File: config.mk
export PLATFORM = sky130hd
export DESIGN_NAME = mem_arb_multi_ch_flat
export DESIGN_NICKNAME = d
export VERILOG_FILES = /design/src/rtl/mem_arb_multi_ch_if.sv /design/src/rtl/mem_arb_multi_ch.sv /design/src/flat_wrapper.sv
export SDC_FILE = /design/constraint.sdc
export NUM_CORES = 1
export LEC_CHECK = 0
export ABC_AREA = 0
export BUFFER_PORTS_ARGS = -buffer_cell sky130_fd_sc_hd__buf_4
export CAP_MARGIN = 20
export CORE_ASPECT_RATIO = 1.4
export CORE_UTILIZATION = 50
export DETAILED_ROUTE_END_ITERATION = 8
export PLACE_DENSITY = 0.71
export RECOVER_POWER = 50
export SYNTH_ARGS = -nofsm -noshare
export SYNTH_HDL_FRONTEND = slang
export SYNTH_SLANG_ARGS = --single-unit
File: constraint.sdc
create_clock -name clk -period 2.73 [get_ports clk]
set_input_delay 0.546 -clock clk [delete_from_list [all_inputs] [get_ports clk]]
set_output_delay 0.546 -clock clk [all_outputs]
set_load 0.005 [all_outputs]
File: src/rtl/mem_arb_multi_ch_if.sv
// Request/response bundle for the multi-channel shared memory; channel c owns slice c of every field.
// The master drives the requests and the slave returns the one-cycle completion pulses.
interface mem_arb_multi_ch_if #(
    parameter int WIDTH      = 16,
    parameter int ADDR_WIDTH = 4,
    parameter int NUM_CH     = 2,
    parameter int BE_WIDTH   = WIDTH / 8
);
    logic [NUM_CH-1:0]            valid;
    logic [NUM_CH-1:0]            wr_rd;
    logic [NUM_CH*ADDR_WIDTH-1:0] addr;
    logic [NUM_CH*WIDTH-1:0]      w_data;
    logic [NUM_CH*BE_WIDTH-1:0]   be;
    logic [NUM_CH*WIDTH-1:0]      r_data;
    logic [NUM_CH-1:0]            ready;
    logic [NUM_CH-1:0]            err;

    modport master (
        output valid, wr_rd, addr, w_data, be,
        input  r_data, ready, err
    );

    modport slave (
        input  valid, wr_rd, addr, w_data, be,
        output r_data, ready, err
    );
endinterface

File: src/rtl/mem_arb_multi_ch.sv
// Round-robin shared byte-enable RAM: one access per cycle, ready/err/r_data registered one cycle after grant.
// Ungranted channels simply keep valid high and wait; there is no timeout and no request queueing.
module mem_arb_multi_ch #(
    parameter int WIDTH      = 16,
    parameter int DEPTH      = 16,
    parameter int ADDR_WIDTH = $clog2(DEPTH),
    parameter int NUM_CH     = 2,
    parameter int BE_WIDTH   = WIDTH / 8
) (
    input  logic              clk,
    input  logic              rst,
    mem_arb_multi_ch_if.slave bus
);
    localparam int                    PTR_W     = (NUM_CH > 1) ? $clog2(NUM_CH) : 1;
    localparam logic [ADDR_WIDTH:0]   DEPTH_EXT = (ADDR_WIDTH + 1)'(DEPTH);

    logic [WIDTH-1:0]        r_mem [DEPTH];
    logic [PTR_W-1:0]        r_ptr;
    logic [NUM_CH-1:0]       r_ready;
    logic [NUM_CH-1:0]       r_err;
    logic [NUM_CH*WIDTH-1:0] r_rdata;

    logic [NUM_CH-1:0]       w_elig;
    logic                    w_gnt_vld;
    logic [PTR_W-1:0]        w_gnt;
    logic                    w_gnt_wr;
    logic [ADDR_WIDTH-1:0]   w_gnt_addr;
    logic [WIDTH-1:0]        w_gnt_wdata;
    logic [BE_WIDTH-1:0]     w_gnt_be;
    logic                    w_gnt_oor;

    // A channel still showing its completion pulse must not be granted the same request again.
    assign w_elig = bus.valid & ~r_ready;

    always_comb begin
        w_gnt_vld = 1'b0;
        w_gnt     = r_ptr;
        for (int k = 1; k <= NUM_CH; k++) begin
            if (!w_gnt_vld && w_elig[PTR_W'((int'(r_ptr) + k) % NUM_CH)]) begin
                w_gnt_vld = 1'b1;
                w_gnt     = PTR_W'((int'(r_ptr) + k) % NUM_CH);
            end
        end
    end

    assign w_gnt_wr    = bus.wr_rd[w_gnt];
    assign w_gnt_addr  = bus.addr[int'(w_gnt)*ADDR_WIDTH +: ADDR_WIDTH];
    assign w_gnt_wdata = bus.w_data[int'(w_gnt)*WIDTH +: WIDTH];
    assign w_gnt_be    = bus.be[int'(w_gnt)*BE_WIDTH +: BE_WIDTH];
    assign w_gnt_oor   = ({1'b0, w_gnt_addr} >= DEPTH_EXT);

    always_ff @(posedge clk) begin
        if (!rst) begin
            r_ptr   <= PTR_W'(NUM_CH - 1);
            r_ready <= '0;
            r_err   <= '0;
            r_rdata <= '0;
            for (int i = 0; i < DEPTH; i++) begin
                r_mem[i] <= '0;
            end
        end else begin
            r_ready <= '0;
            r_err   <= '0;
            r_rdata <= '0;
            if (w_gnt_vld) begin
                r_ptr          <= w_gnt;
                r_ready[w_gnt] <= 1'b1;
                if (w_gnt_oor) begin
                    r_err[w_gnt] <= 1'b1;
                end else if (w_gnt_wr) begin
                    for (int b = 0; b < BE_WIDTH; b++) begin
                        if (w_gnt_be[b]) begin
                            r_mem[w_gnt_addr][8*b +: 8] <= w_gnt_wdata[8*b +: 8];
                        end
                    end
                end else begin
                    r_rdata[int'(w_gnt)*WIDTH +: WIDTH] <= r_mem[w_gnt_addr];
                end
            end
        end
    end

    assign bus.ready  = r_ready;
    assign bus.err    = r_err;
    assign bus.r_data = r_rdata;
endmodule
File: src/flat_wrapper.sv
// flat-port wrapper written by rule: the top's interface ports become plain ports
module mem_arb_multi_ch_flat 
#(
    parameter int WIDTH      = 16,
    parameter int DEPTH      = 16,
    parameter int ADDR_WIDTH = $clog2(DEPTH),
    parameter int NUM_CH     = 2,
    parameter int BE_WIDTH   = WIDTH / 8
)
  (clk, rst, bus_valid, bus_wr_rd, bus_addr, bus_w_data, bus_be, bus_r_data, bus_ready, bus_err);
  mem_arb_multi_ch_if #(.WIDTH(WIDTH), .ADDR_WIDTH(ADDR_WIDTH), .NUM_CH(NUM_CH), .BE_WIDTH(BE_WIDTH)) bus_i ();
  input  logic clk;
  input  logic rst;
  input wire logic [$bits(bus_i.valid)-1:0] bus_valid;
  input wire logic [$bits(bus_i.wr_rd)-1:0] bus_wr_rd;
  input wire logic [$bits(bus_i.addr)-1:0] bus_addr;
  input wire logic [$bits(bus_i.w_data)-1:0] bus_w_data;
  input wire logic [$bits(bus_i.be)-1:0] bus_be;
  output wire logic [$bits(bus_i.r_data)-1:0] bus_r_data;
  output wire logic [$bits(bus_i.ready)-1:0] bus_ready;
  output wire logic [$bits(bus_i.err)-1:0] bus_err;
  assign bus_i.valid = bus_valid;
  assign bus_i.wr_rd = bus_wr_rd;
  assign bus_i.addr = bus_addr;
  assign bus_i.w_data = bus_w_data;
  assign bus_i.be = bus_be;
  assign bus_r_data = bus_i.r_data;
  assign bus_ready = bus_i.ready;
  assign bus_err = bus_i.err;
  mem_arb_multi_ch #(.WIDTH(WIDTH), .DEPTH(DEPTH), .ADDR_WIDTH(ADDR_WIDTH), .NUM_CH(NUM_CH), .BE_WIDTH(BE_WIDTH)) u_core (.clk(clk), .rst(rst), .bus(bus_i));
endmodule
==> results of run 1 <==
==> sequential cells by signal, summed over array words and instances, names as in the netlist <==
| signal | count |
|---|---|
| u_core.r_ptr | 1 |
| u_core.bus.ready | 2 |
| u_core.r_mem | 256 |
| u_core.bus.r_data | 32 |
==> per-stage QoR <==
step                      instances  TNS (ns)  util (%)
after floorplan                 953         0         -
after detailed placement       1421    -35.80      59.4
after CTS                      1470         0      62.9
after global placement         1421    -30.44      59.4
final                          1470         0      62.3
after global routing           1470     -1.19      62.3
==> layer usage <==
metal,routed length (microns),part of all wire [%]
met4,1240,4.0
met2,16900,55
met5,0,0
met3,1760,5.7
met1,10800,35
==> timing repair <==
item	4_1_cts	5_1_grt
setup endpoints to repair	0	47
hold buffers	0	0
resized for setup	0	6
==> layout make-up <==
type	instances	area [sq um]	area share (%)
clock inverter	15	151	0.982
sequential	291	8390	54.4
tap	315	394	2.56
multi-input combinational	604	4080	26.5
timing repair buffer	210	1680	10.9
inverter	1	3.75	0.0243
clock buffer	34	722	4.68
==> final timing paths <==
| check | depth (start not counted) | start | endpoint | slack, ns |
|---|---|---|---|---|
| setup / recovery | 9 | u_core.bus.ready[0] | u_core.r_mem[8][12] | 0.05 |
| hold / removal | 3 | rst | u_core.bus.ready[1] | 0.40 |
| setup reg to reg | 9 | u_core.bus.ready[0] | u_core.r_mem[8][12] | 0.05 |
| hold reg to reg | 2 | u_core.r_ptr | u_core.bus.ready[1] | 0.72 |
==> cells in the mapped netlist <==
library cell / count / share of area [%]
a221oi_1: 8 / 0.55
a221oi_2: 24 / 2.8
a22o_1: 32 / 2.2
and2_1: 2 / 0.099
and2b_4: 1 / 0.079
buf_1: 1 / 0.030
buf_2: 16 / 0.63
buf_4: 7 / 0.41
buf_6: 8 / 0.71
clkbuf_1: 25 / 0.74
conb_1: 1 / 0.030
dfxtp_1: 35 / 5.5
edfxtp_1: 256 / 61
inv_1: 1 / 0.030
mux2_2: 67 / 5.9
mux2i_1: 85 / 6.7
mux2i_4: 1 / 0.18
nand2_1: 54 / 1.6
nand2_2: 16 / 0.79
nand2b_1: 2 / 0.099
nand3_1: 2 / 0.079
nor2_1: 269 / 8.0
nor2_2: 2 / 0.099
nor3_1: 2 / 0.079
nor4_2: 2 / 0.20
o22ai_1: 32 / 1.6
xnor2_4: 1 / 0.22
==> where the power goes <==
| part | leakage (nW) | total [mW] | internal (mW) | switching (mW) |
|---|---|---|---|---|
| registers | 2.92 | 5.04 | 4.99 | 0.0495 |
| logic | 2.67 | 1.98 | 0.839 | 1.14 |
| clock network | 0.428 | 3.70 | 2.15 | 1.55 |
==> cells in the final DEF, fill, tap and decap left out, types with 2 or more instances in the layout <==
master        n
clkbuf_8      2
buf_12       20
a22o_1       32
buf_4       116
clkbuf_16    27
nand2b_1      2
nor3_2        2
clkinv_1      3
o22ai_1      31
nor2_1      268
clkbuf_2     26
a221oi_1      6
clkinvlp_4    2
mux2i_2       2
nand3_1       2
nand2_1      42
clkbuf_1     28
edfxtp_1    256
a221oi_2     26
clkbuf_4     23
bufinv_16     3
mux2_2       67
nor4_4        2
mux2i_1      83
nor2_4        3
conb_1        2
buf_6         2
dfxtp_1      35
nand2_2      28
clkinv_2      7
==> logic make-up (layout without fill, tap and decap cells) <==
| logic type | count (synthesis) | count (layout) | synth area share (%) |
|---|---|---|---|
| AND/OR/NAND/NOR | 352 | 352 | 11.1 |
| flip-flops | 291 | 291 | 66.1 |
| multiplexers | 153 | 153 | 12.8 |
| AO/OA/AOI/OAI | 96 | 96 | 7.18 |
| buffers and inverters | 58 | 260 | 2.55 |
| other | 1 | 2 | 0.0296 |
| XOR/XNOR | 1 | 1 | 0.217 |
==> worst max-delay path: stages (launching register included) <==
cell	delay (ns)
dfxtp_1	0.32
and2b_4	0.23
xnor2_4	0.27
mux2i_4	0.36
buf_12	0.23
buf_12	0.23
and2_1	0.18
clkbuf_2	0.22
nand2_1	0.12
nand2_2	0.20
==> out/metrics.cfg, run 1 <==
[run_status]
outcome=complete, no violations

[timing]
worst_pin_slew_ns=0.910
hold_violations=0
worst_slack_ns=0.0491
finalSetupViolations=0
grt_setup_unrepaired=yes
worst_clock_skew_ns=0.00789
fmax_ghz=0.373
period_share_pct=98.2
whs_ns=0.395
period_minus_slack_ns=2.68
slew_violations=0
max_slew_margin_pct=39.2

[clock_tree]
cts_setup_buffers=0
insertion_delay_ns=0.53
cts.htree.levels=1
clock-sinks=291
cts_tree=built
clk_pin_slew_ns=0.06
cts_inserted_buffers=27
cts-root-buf=clkbuf_16
ctsLongestPathBuffers=3

[final_layout]
n_fill_cell=1868
final_nets=1185
design_area_sq_um=15400
drive_above_1_share_pct=31.3
antenna_cells=0
area_growth_pct=21.6

[global_routing]
grt_overflow=0
grt_max_degree=35
use_met1_pct=25.6
grt_pass1_vias=8289
antenna_found_initial=0
grt_use_total_pct=23.9
met3_usage_pct=3.08
grt_first_pass_wirelength_mm=45.2
grt-busiest-layer=met2
use_met2_pct=45.7

[floorplanning]
die-area_sq_um=26000
core_sq_um=24800
io_pins=86
num_rows=68
die_height_microns=190
initial_utilization_pct=51.2
fp.dieW_microns=137

[critical_path]
worst-endpoint-required_ns=2.95
endpoint_kind=flip-flop
worstPathArrival_ns=2.90
critPathMaxFanout=26
worstSetupPathType=flip-flop to flip-flop
crit_path_start_kind=flip-flop

[drt]
dr.pass1.iters=5
drt_iter0_drc=441
vias=8269
drt_wl_total_mm=30.7
drc=0
wire_per_inst_microns=20.9
antenna_left=0
vias_per_cell=5.63

[power_and_ir_drop]
power_leakage_nw=6.02
power_mw=10.7
irDropWorstVdd_mv=0.578
power_density_nw_per_um2=695

[yosys]
netlist_instances=952
ys_seq_area_share_pct=66.1
avgSynthCellArea_sq_um=13.3
ys_types=27
yosysWarnings=0
synth_seq_cells=291
netlist_area_sq_um=12700

[placed_design]
dpl_cell_area_sq_um=14700
place_ws_ns=-0.282
gp_routability_congestion=0.853
hpwl_mm=21.6
io_buffers=82

[min_path]
min_path_type=primary input to flip-flop

[run]
cap_violations=0

Power figures use the tool's default switching activity.
==> run 2: changes to the inputs <==
==> constraint.sdc (replaced) <==
create_clock -name clk -period 2.16 [get_ports clk]
set_input_delay 0.216 -clock clk [delete_from_list [all_inputs] [get_ports clk]]
set_output_delay 0.216 -clock clk [all_outputs]
set_load 0.005 [all_outputs]
==> run 2 against run 1 <==
- the run now ends with negative setup slack left
- critical endpoint is now u_core.bus.r_data[11]
- sequential share of layout area fell by 8.5 points
- design area grew 18%
- wire length grew 21%
- highest routed layer unchanged
- die area is the same
==> out/metrics.cfg, run 2 (synthesized netlist as in run 1, its figures left out) <==
[power_and_ir_drop]
power_density_nw_per_um2=821  ; +18%
power_leakage_nw=7.12  ; +18%
irDropWorstVdd_mv=0.569  ; -1.5%
power_mw=15.0  ; +40%

[drt]
antenna_left=0  ; unchanged
vias_per_cell=5.84  ; +3.8%
drt_iter0_drc=626  ; +42%
drc=0  ; unchanged
wire_per_inst_microns=24.3  ; +16%
dr.pass1.iters=5  ; unchanged
drt_wl_total_mm=37.1  ; +21%
vias=8936  ; +8.1%

[floorplanning]
num_rows=68  ; unchanged
die_height_microns=190  ; unchanged
fp.dieW_microns=137  ; unchanged
io_pins=86  ; unchanged
core_sq_um=24800  ; unchanged
die-area_sq_um=26000  ; unchanged
initial_utilization_pct=51.2  ; unchanged

[clock_tree]
cts_inserted_buffers=27  ; unchanged
clk_pin_slew_ns=0.07  ; about the same
clock-sinks=291  ; unchanged
cts_hold_buf=0  ; unchanged
ctsLongestPathBuffers=3  ; unchanged
cts_tree=built
cts.htree.levels=1  ; unchanged
cts-root-buf=clkbuf_16
insertion_delay_ns=0.54  ; about the same

[critical_path]
endpoint_kind=flip-flop
max_stage_delay_ns=0.39  ; +0.03 ns
critPathMaxFanout=14  ; -46%
crit_path_start_kind=flip-flop
worst-endpoint-required_ns=2.64  ; -0.31 ns
critPathSlowestCell=a221oi_2
worstPathArrival_ns=3.02  ; +0.12 ns
worstSetupPathType=flip-flop to flip-flop
cp_cell_sequence=and2b_4 > xnor2_4 > mux2i_4 > buf_6 > buf_8 > buf_4 > mux2i_1 > a221oi_2 > a22o_1

[timing]
worst_clock_skew_ns=0.0149  ; +0.00698 ns
fmax_ghz=0.393  ; +5.3%
fin_setup_tns_ns=-78.26  ; -78.26 ns
worst_pin_slew_ns=1.02  ; +0.106 ns
hold_violations=0  ; unchanged
slew_violations=0  ; unchanged
whs_ns=0.0839  ; -0.311 ns
grt_setup_unrepaired=yes
finalSetupViolations=532  ; +532
period_minus_slack_ns=2.54  ; -0.136 ns
worst_slack_ns=-0.385  ; -0.434 ns
period_share_pct=118  ; +20 points
max_slew_margin_pct=32.2  ; -6.9 points

[final_layout]
antenna_cells=0  ; unchanged
instances_no_fill=1530  ; +4.1%
final_nets=1245  ; +5.1%
top_register=u_core.r_mem
area_growth_pct=44.0
multi_input_area_sq_um=5640  ; +38%
seqCellArea_sq_um=8390  ; about the same
n_fill_cell=1428  ; -24%
largest_reg_flops=256  ; unchanged
design_area_sq_um=18300  ; +18%
final_common_cell=edfxtp_1
utilization_pct=73.8  ; +11 points
drive_above_1_share_pct=48.7  ; +17 points
final_cell_mix=256 x edfxtp_1, 207 x nor2_1, 152 x buf_4

[global_routing]
antenna_found_initial=0  ; unchanged
grt_overflow=0  ; unchanged
grt_first_pass_wirelength_mm=53.3  ; +18%
grt_max_degree=25  ; -29%
grt_use_total_pct=28.2  ; +4.3 points
grt_pass1_vias=9171  ; +11%

[min_path]
min_path_type=primary input to flip-flop

[placed_design]
io_buffers=82  ; unchanged
gp_routability_congestion=0.864  ; +1.2%
place_ws_ns=-0.465  ; -0.183 ns
dp_cells=1431  ; +0.70%
dpl_cell_area_sq_um=15200  ; +3.5%
hpwl_mm=22.7  ; +5.3%

[run_status]
outcome=finished with violations
violations=negative setup slack

[run]
cap_violations=0  ; unchanged

[run 2: routing by layer]
metal | global-route usage, % | part of all wire (%)
met1 | 31.0 | 34
met2 | 53.4 | 56
met3 | 3.08 | 4.9
met4 | 13.3 | 4.6
met5 | 0 | 0
[run 2: area by class of cell]
class                           count  area share, %
Sequential cell                   291           45.9
Multi-Input combinational cell    604           30.9
Timing Repair Buffer              270           16.0
Clock buffer                       34           4.07
Tap cell                          315           2.16
Clock inverter                     15          0.891
Inverter                            1         0.0206
[run 2: path summary, 6_finish.rpt]
kind | start | to | slack [ns] | cells past startpoint
max reg2reg | u_core.bus.ready[0] | u_core.bus.r_data[11] | -0.38 | 9
max | u_core.bus.ready[0] | u_core.bus.r_data[11] | -0.38 | 9
min | rst | u_core.bus.ready[1] | 0.08 | 3
min reg2reg | u_core.r_ptr | u_core.bus.ready[1] | 0.72 | 2
[run 2: power breakdown]
part / switching (mW) / internal (mW) / total (mW)
registers: 0.0817 / 6.31 / 6.39
logic: 1.97 / 1.73 / 3.70
clock network: 2.09 / 2.80 / 4.89
total: 4.15 / 10.8 / 15.0
[run 2: critical path, delay by kind of cell (launching register included)]
family / cells / cell delay [ns]
AO/OA/AOI/OAI: 2 / 0.62
buffers and inverters: 3 / 0.63
XOR/XNOR: 1 / 0.16
AND/OR/NAND/NOR: 1 / 0.28
multiplexers: 2 / 0.45
flip-flops: 1 / 0.32
[run 2: timing repair]
action                     CTS  global route
pin swaps                  101            29
setup endpoints to repair  544           544
cloned                       6             1
gates resized for setup    246            88
setup buffers               31            17
==> run 3: changes to the inputs <==
--- a/config.mk
+++ b/config.mk
@@ -10,9 +10,11 @@
 export CAP_MARGIN = 20
 export CORE_ASPECT_RATIO = 1.4
 export CORE_UTILIZATION = 50
+export CTS_BUF_LIST = sky130_fd_sc_hd__clkbuf_4
 export DETAILED_ROUTE_END_ITERATION = 8
 export PLACE_DENSITY = 0.71
 export RECOVER_POWER = 50
+export REMOVE_ABC_BUFFERS = 1
 export SYNTH_ARGS = -nofsm -noshare
 export SYNTH_HDL_FRONTEND = slang
 export SYNTH_SLANG_ARGS = --single-unit
==> run 3 against run 2 <==
- the flow still finishes with violations (negative setup slack)
- fmax decreased by 1.9%
- combinational power is 12% higher
- design area up 2.5%
- global-route usage rose by 2.1 points
- critical path depth grew 2
- cell count is 7.6% higher
- worst hold slack got worse by 0.052 ns
- non-clock buffer count increased by 38
- register-to-register slack worse by 0.05 ns
- critical endpoint is now u_core.bus.r_data[22]
- largest cell class unchanged
- highest routed layer unchanged
==> out/metrics.cfg, run 3 (synthesized netlist as in run 1, its figures left out) <==
[clock_tree]
clock-sinks=291  ; unchanged
cts_inserted_buffers=72  ; +170%
cts-root-buf=clkbuf_4
ctsLongestPathBuffers=3  ; unchanged
clk_pin_slew_ns=0.08  ; about the same
insertion_delay_ns=0.71  ; +0.17 ns
cts.htree.levels=3  ; +2
cts_tree=built

[critical_path]
r2r_end=u_core.bus.r_data[22]
critPathSlowestCell=mux2_4
crit_path_start_kind=flip-flop
reg2regPathDepth=11  ; +2
worstPathArrival_ns=3.22  ; +0.20 ns
endpoint_kind=flip-flop
cp_cell_sequence=and2b_4 > xnor2_4 > buf_4 > mux2_4 > buf_4 > nand2_8 > buf_12 > buf_4 > o22ai_4 > a221oi_2 > a22o_1
max_stage_delay_ns=0.36  ; -0.03 ns
worstSetupPathType=flip-flop to flip-flop
r2r-start=u_core.bus.ready[0]
crit_top_cell=buf_4
worst-endpoint-required_ns=2.78  ; +0.14 ns
path_buf_inv=4  ; +1
reg2reg_setup_slack_ns=-0.44  ; -0.05 ns
critPathMaxFanout=5  ; -9
cp_top_family=buffers and inverters

[power_and_ir_drop]
p_seq_share_pct=41.4  ; -1.3 points
power_density_nw_per_um2=826  ; +0.65%
p_int_mw=10.9  ; +0.80%
pwr-share-clk_pct=31.8  ; -0.8 points
p_sw_mw=4.54  ; +9.4%
irDropWorstVdd_mv=0.517  ; -9.1%
comb_power_share_pct=26.8  ; +2.1 points
power_mw=15.5  ; +3.2%
power_leakage_nw=7.47  ; +4.9%
p_sw_share_pct=29.3  ; +1.7 points

[global_routing]
antenna_found_initial=2  ; +2
grt_max_degree=26  ; +4.0%
grt_use_total_pct=30.4  ; +2.1 points
grt_pass1_vias=10100  ; +9.8%
grt_overflow=0  ; unchanged
grt_first_pass_wirelength_mm=56.8  ; +6.6%

[final_layout]
drive_above_1_share_pct=51.7  ; +2.9 points
top_register=u_core.r_mem
area_growth_pct=47.6
largest_reg_flops=256  ; unchanged
n_fill_cell=1333  ; -6.7%
design_area_sq_um=18700  ; +2.5%
final_common_cell=edfxtp_1
final_cell_mix=256 x edfxtp_1, 233 x nor2_1, 179 x buf_4
final_nets=1330  ; +6.8%

[run_status]
violations=negative setup slack
outcome=finished with violations

[timing]
finalSetupViolations=544  ; +2.3%
worst_slack_ns=-0.435  ; -0.0506 ns
worst_pin_slew_ns=0.860  ; -0.157 ns
grt_setup_unrepaired=yes
period_share_pct=120  ; +2.3 points
hold_violations=0  ; unchanged
max_slew_margin_pct=42.7  ; +10 points
period_minus_slack_ns=2.60  ; +0.0506 ns
worst_clock_skew_ns=0.0408  ; +0.0259 ns
slew_violations=0  ; unchanged
fmax_ghz=0.385  ; -1.9%

[min_path]
min_path_cells=4  ; +1
min_path_type=primary input to flip-flop
worstHoldEndpoint=u_core.r_mem[1][13]
hp-start=bus_w_data[13]

[drt]
drt_wl_total_mm=42.5  ; +14%
met1Wirelength_mm=13.4  ; +5.0%
route.met3.wl_mm=3.30  ; +81%
drt_iter0_drc=833  ; +33%
drc=0  ; unchanged
wire_per_inst_microns=25.8  ; +6.3%
vias_per_cell=6.02  ; +3.0%
dr.pass1.iters=5  ; unchanged
vias=9911  ; +11%
met2_length_mm=22.4  ; +7.2%
antenna_left=0  ; unchanged
maxUsedRoutingLayer=met4

[placed_design]
gp_routability_congestion=0.846  ; -2.1%
hpwl_mm=22.7  ; about the same
dpl_cell_area_sq_um=15200  ; unchanged
io_buffers=82  ; unchanged

[floorplanning]
fp.dieW_microns=137  ; unchanged
core_sq_um=24800  ; unchanged
die-area_sq_um=26000  ; unchanged
initial_utilization_pct=51.2  ; unchanged
io_pins=86  ; unchanged
die_height_microns=190  ; unchanged
num_rows=68  ; unchanged

[run]
cap_violations=0  ; unchanged

run 3: cell types whose count changed in the layout (fill, tap and decap cells not counted), sizes merged:
cell | previous run | this run
nor2 | 271 | 273
clkinvlp | 2 | 1
clkbuf | 49 | 111
inv | 1 | 3
buf | 254 | 298
dlygate4sd3 | 0 | 6
diode | 0 | 2
run 3: worst max-delay path by stage:
stage	from	endpoint	cells past startpoint
final	u_core.bus.ready[0]	u_core.bus.r_data[22]	11
after CTS	u_core.bus.ready[0]	u_core.bus.r_data[2]	11
after detailed placement	u_core.bus.ready[0]	u_core.bus.r_data[12]	8
after global placement	bus_valid[0]	u_core.bus.r_data[28]	9
after global routing	u_core.bus.ready[0]	u_core.bus.r_data[20]	13
after floorplan	u_core.bus.ready[0]	u_core.r_mem[0][0]	6
run 3: per-layer routing:
metal / track usage [%] / vias up
li1: - / 4221
met1: 31.0 / 4828
met2: 54.4 / 613
met3: 5.77 / 249
met4: 22.5 / 0
met5: 0 / -
run 3: tightest hold or removal path, delay by kind of cell:
kind	cells	cell delay (ns)
buf+inv	2	0.24
simple gates	1	0.08
mux	1	0.07
run 3: metrics by stage:
| step | util [%] | cells | hold slack (ns) | setup TNS (ns) | setup WS (ns) |
|---|---|---|---|---|---|
| 2_1_floorplan | - | 896 | 0.278 | -1692.24 | -3.33 |
| 4_1_cts | 71.6 | 1629 | 0.000377 | -130.66 | -0.338 |
| 6_report | 75.6 | 1647 | 0.0320 | -166.99 | -0.435 |
| 3_5_place_dp | 61.5 | 1474 | 0.599 | -144.34 | -0.545 |
| 3_3_place_gp | 61.4 | 1473 | 0.595 | -101.92 | -0.463 |
| 5_1_grt | 75.6 | 1647 | 0.0271 | -176.97 | -0.443 |
run 3: layout make-up:
cell class	count	area, sq um	share of cell area (%)
sequential	291	8390	44.8
tap	315	394	2.10
clock inverter	16	143	0.762
antenna	2	5.00	0.0267
inverter	1	3.75	0.0200
timing repair buffer	308	3380	18.1
clock buffer	108	811	4.33
multi-input combinational	606	5600	29.9
run 3: power by group through the flow:
stage | Combinational [mW] | Sequential, mW | Clock, mW
detailed placement | 2.66 | 6.50 | 0
global placement | 2.62 | 6.49 | 0
CTS | 3.58 | 6.39 | 4.84
finish | 4.14 | 6.41 | 4.91
floorplan | 1.35 | 6.48 | 0
global route | 4.24 | 6.42 | 5.22
run 3: timing repair:
item / CTS / global route
setup buffers: 24 / 16
hold buffers: 6 / 0
pin swaps: 69 / 32
endpoints found under the setup margin: 544 / 544
gates cloned: 10 / 3
gates resized for setup: 232 / 174
endpoints found under the hold margin: 14 / 0
